## config.mk

```make
export PLATFORM = sky130hd
export DESIGN_NAME = boa_mem_arbiter
export DESIGN_NICKNAME = d
export VERILOG_FILES = /design/src/rtl/boa_mem_arbiter.sv
export SDC_FILE = /design/constraint.sdc
export NUM_CORES = 1
export LEC_CHECK = 0
export BUFFER_PORTS_ARGS = -buffer_cell sky130_fd_sc_hd__buf_2
export CORE_AREA = 4 4 101 103
export CTS_CLUSTER_DIAMETER = 100
export DETAILED_ROUTE_END_ITERATION = 16
export DIE_AREA = 0 0 105 107
export PLACE_DENSITY = 0.6
export SLEW_MARGIN = 10
export SYNTH_ARGS = -nofsm -noshare
export SYNTH_HDL_FRONTEND = slang
export SYNTH_SLANG_ARGS = --single-unit
```

## constraint.sdc

```tcl
create_clock -name clk -period 2.8 [get_ports clk]
set_input_delay 0.28 -clock clk [delete_from_list [all_inputs] [get_ports clk]]
set_output_delay 0.28 -clock clk [all_outputs]
set_load 0.01 [all_outputs]
```

## src/rtl/boa_mem_arbiter.sv

```systemverilog
// Two-requester arbiter sharing one memory port between instruction fetch and data access.
// Grants are held until the memory answers ready. The port is muxed combinationally, so the arbiter adds no latency.
module boa_mem_arbiter #(
    parameter bit RR = 1'b0
) (
    input  logic        clk,
    input  logic        rst,
    input  logic        i_re,
    input  logic [29:0] i_addr,
    output logic        i_ready,
    output logic [31:0] i_rdata,
    input  logic        d_re,
    input  logic [3:0]  d_we,
    input  logic [29:0] d_addr,
    input  logic [31:0] d_wdata,
    output logic        d_ready,
    output logic [31:0] d_rdata,
    output logic        m_re,
    output logic [3:0]  m_we,
    output logic [29:0] m_addr,
    output logic [31:0] m_wdata,
    input  logic        m_ready,
    input  logic [31:0] m_rdata,
    output logic [1:0]  gnt
);

    typedef enum logic [1:0] {
        OWN_NONE = 2'b00,
        OWN_IF   = 2'b01,
        OWN_MEM  = 2'b10
    } owner_e;

    owner_e owner_q, owner_d;
    owner_e last_q, last_d;
    owner_e sel;
    logic   i_req, d_req;

    assign i_req = i_re;
    assign d_req = d_re | (|d_we);

    // An owner whose request has dropped is treated as released, so the
    // other requester can take the port in the same cycle as the abort.
    always_comb begin
        sel = OWN_NONE;
        if (rst) begin
            sel = OWN_NONE;
        end else if (owner_q == OWN_IF && i_req) begin
            sel = OWN_IF;
        end else if (owner_q == OWN_MEM && d_req) begin
            sel = OWN_MEM;
        end else if (i_req && d_req) begin
            sel = (RR && last_q == OWN_MEM) ? OWN_IF : OWN_MEM;
        end else if (i_req) begin
            sel = OWN_IF;
        end else if (d_req) begin
            sel = OWN_MEM;
        end
    end

    always_comb begin
        m_re    = 1'b0;
        m_we    = 4'b0000;
        m_addr  = 30'd0;
        m_wdata = 32'd0;
        unique case (sel)
            OWN_IF: begin
                m_re   = i_re;
                m_addr = i_addr;
            end
            OWN_MEM: begin
                m_re    = d_re;
                m_we    = d_we;
                m_addr  = d_addr;
                m_wdata = d_wdata;
            end
            default: ;
        endcase
    end

    assign i_ready = (sel == OWN_IF)  & m_ready;
    assign d_ready = (sel == OWN_MEM) & m_ready;
    assign i_rdata = m_rdata;
    assign d_rdata = m_rdata;
    assign gnt     = sel;

    always_comb begin
        owner_d = OWN_NONE;
        last_d  = last_q;
        if (sel != OWN_NONE) begin
            if (m_ready) begin
                last_d = sel;
            end else begin
                owner_d = sel;
            end
        end
    end

    always_ff @(posedge clk) begin
        if (rst) begin
            owner_q <= OWN_NONE;
            last_q  <= OWN_MEM;
        end else begin
            owner_q <= owner_d;
            last_q  <= last_d;
        end
    end

endmodule
```

==> metrics <==
Fin. Hold Viols 0; Register-to-Register Path Depth 4; design area 0.001818 mm^2; reg2reg end owner_q[0]; largest net degree at the start of global routing 37; Final setup viols 0; Overflow after GRT 0; top-level port count 268; Fillers 1086; Max Clk Rate 403.8 MHz; fraction of layout cells with a size suffix above 1 61.90%; vias in the first global route 1693; Sw Ratio 36.12%; TNS Setup 0 ps; hpwl dp 5.058 mm; fin nets 432; drt first pass iters 4; drt total wl 5.813 mm; hold_sp m_ready; biggest regs owner_q: 2 flops; total power draw 376.9 uW; # rows 35; largest area contributor in the netlist buf_4; x dimension of the die 105 um; H-tree depth 1; # Post-CTS Setup Buffers 0; area delta synth->final 41.76%; pins over their slew limit 0; VDD IR max 0.0001014 V; outcome complete, no violations; Post-DRT Antenna Nets 0; crit path DAT 2200 ps; Post-Synthesis Cell Area 0.001282 mm^2; critical setup path kind register to output port; Pwr per Cell Area 207.3 mW/mm^2; Setup Skew 2.371 ps; fin crit share 88.44%; cell types occupying the most area after synthesis buf_4 (39%), and2_1 (19%), a22oi_1 (18%), nor2_1 (9.7%), dfxtp_1 (3.1%); die area 0.01124 mm^2; min-delay worst type input pin to register; area of the multi-input gates 708.2 um^2; die height 107 um; element type at the critical path end output port; Cells after Synth 193; Slew HR 74.52%; r2r startpoint owner_q[0]; wire per inst 14.35 um; Final min period 2476 ps; Antenna Diode Count 0; crit path cell chain nor2b_4 -> a221o_2 -> inv_1 -> ha_4 -> buf_4 -> and2_1 -> buf_2; worst hold slack 298.7 ps; CP startpoint kind register; CTS Sinks 2; R2R Setup Slk 1360 ps; Comb pwr share 61.5%; WHS Endpoint owner_q[1]; max reg flops 2; Bufs on Longest Clock Path 2; Syn Nets 329; share of the synthesized area in the top cell type 39.22%; drt via density 4.020; Mapped Avg Cell Area 6.645 um^2; Critical Path Max Stage Delay 420 ps; Clock Tree Root clkbuf_8; Seq. cell area 40.04 um^2; data required time of the worst path 2520 ps; Cells after DPL 402; via count 1628; crit path max fanout 36; Psw 136.2 uW; Initial Util 13.95%; worst hold path depth 2; CTS tree yes; number of port buffers 171; Clock Latency Late Sink 210 ps; post-route insts no fill 405; yosys warns 0; total DRC errors in the routed layout 0; Synth Register Bits 2; total CTS buffers 3; Starting DRT DRC Count 43; Yosys cell types 18; Top reg by flops owner_q; power share of the clock group 30.5%; # Max-Cap Violations 0; post-placement cell area 0.001767 mm^2; Worst-Margin Slew 382.2 ps; Slowest-stage cell, CP a221o_2; share of total power in sequential cells 7.9%; unrepaired setup endpoints after global routing false; core area 0.009196 mm^2; internal power 240.8 uW; sequential-to-total area share from yosys stat 3.122%; Leakage 0.001061 uW; global placer's final weighted congestion 0.6815; initial antenna violation count 1; Worst-path clk slew 30 ps; first-pass GRT wire length 8.687 mm; Total Routing Usage GR 9.593%
==> power groups by stage <==
stage | clock, uW | combinational [uW] | sequential, uW
6_report | 115 | 232 | 29.8
5_1_grt | 123 | 258 | 29.8
4_1_cts | 116 | 235 | 29.8
3_5_place_dp | 0 | 235 | 30.2
3_3_place_gp | 0 | 229 | 30.2
2_1_floorplan | 0 | 198 | 30.2
==> final cells by class <==
class                           count  area share (%)
Inverter                            1          0.2065
Clock buffer                        3           2.271
Tap cell                          111           7.639
Timing Repair Buffer              175           48.73
Sequential cell                     2           2.202
Multi-Input combinational cell    113           38.95
==> worst max-delay path: cells and delay by family, from the launching register on <==
kind | cells | cell delay [ps]
AO/OA/AOI/OAI | 1 | 420
adder cells (fa/ha/maj) | 1 | 390
buffers and inverters | 3 | 580
flip-flops | 1 | 280
AND/OR/NAND/NOR | 2 | 300
==> worst max path at each step <==
| stage | startpoint | endpoint | slack, ps | depth (start not counted) |
|---|---|---|---|---|
| 3_5_place_dp | d_we[0] | m_wdata[18] | 250 | 8 |
| 2_1_floorplan | owner_q[0] | m_addr[10] | 800 | 8 |
| 6_report | owner_q[0] | m_wdata[7] | 320 | 7 |
| 5_1_grt | owner_q[0] | m_wdata[12] | 160 | 7 |
| 4_1_cts | owner_q[0] | m_wdata[18] | 60 | 7 |
| 3_3_place_gp | d_re | m_wdata[5] | 330 | 8 |
==> metrics by stage <==
stage	util, %	setup slack [ps]
after floorplan	-	804.3
after global placement	19.21	326.1
after detailed placement	19.21	254.9
after CTS	19.66	56.51
after global routing	19.77	161.0
final	19.77	323.7
==> what timing repair did <==
item	in CTS	in global routing
hold buffers	0	0
setup endpoints to repair	0	33
gates resized for setup	0	1
==> cells in the final DEF (no fill, tap or decap) <==
cell	count
and2_1	38
buf_2	171
a221o_2	1
nand2b_1	1
nor3_2	1
clkbuf_8	3
nor2_1	33
nor3_1	1
a21oi_1	1
a22oi_1	31
nor2b_4	1
ha_1	2
buf_4	4
nor4_1	1
inv_1	1
dfxtp_1	2
ha_4	1
or2_1	1
==> cell families after synthesis <==
| family | count (synthesis) | share of synthesized area (%) |
|---|---|---|
| buf+inv | 78 | 42.63 |
| compound gates | 33 | 19.41 |
| fa+ha+maj | 3 | 2.927 |
| flops | 2 | 3.122 |
| simple gates | 77 | 31.90 |
==> cell usage after synthesis (all sizes together) <==
master,number
a21oi,1
a221o,1
a22oi,31
and2,38
buf,70
clkbuf,7
dfxtp,2
ha,3
inv,1
nand2b,1
nor2,33
nor2b,1
nor3,2
nor4,1
or2,1
==> layer usage <==
metal / track usage (%) / vias to the layer above / wire length, um
li1: - / 777 / -
met1: 8.805 / 713 / 1840
met2: 19.39 / 108 / 3105
met3: 3.191 / 28 / 708
met4: 3.468 / 2 / 152
met5: 0 / - / 7
Power figures use the tool's default switching activity.
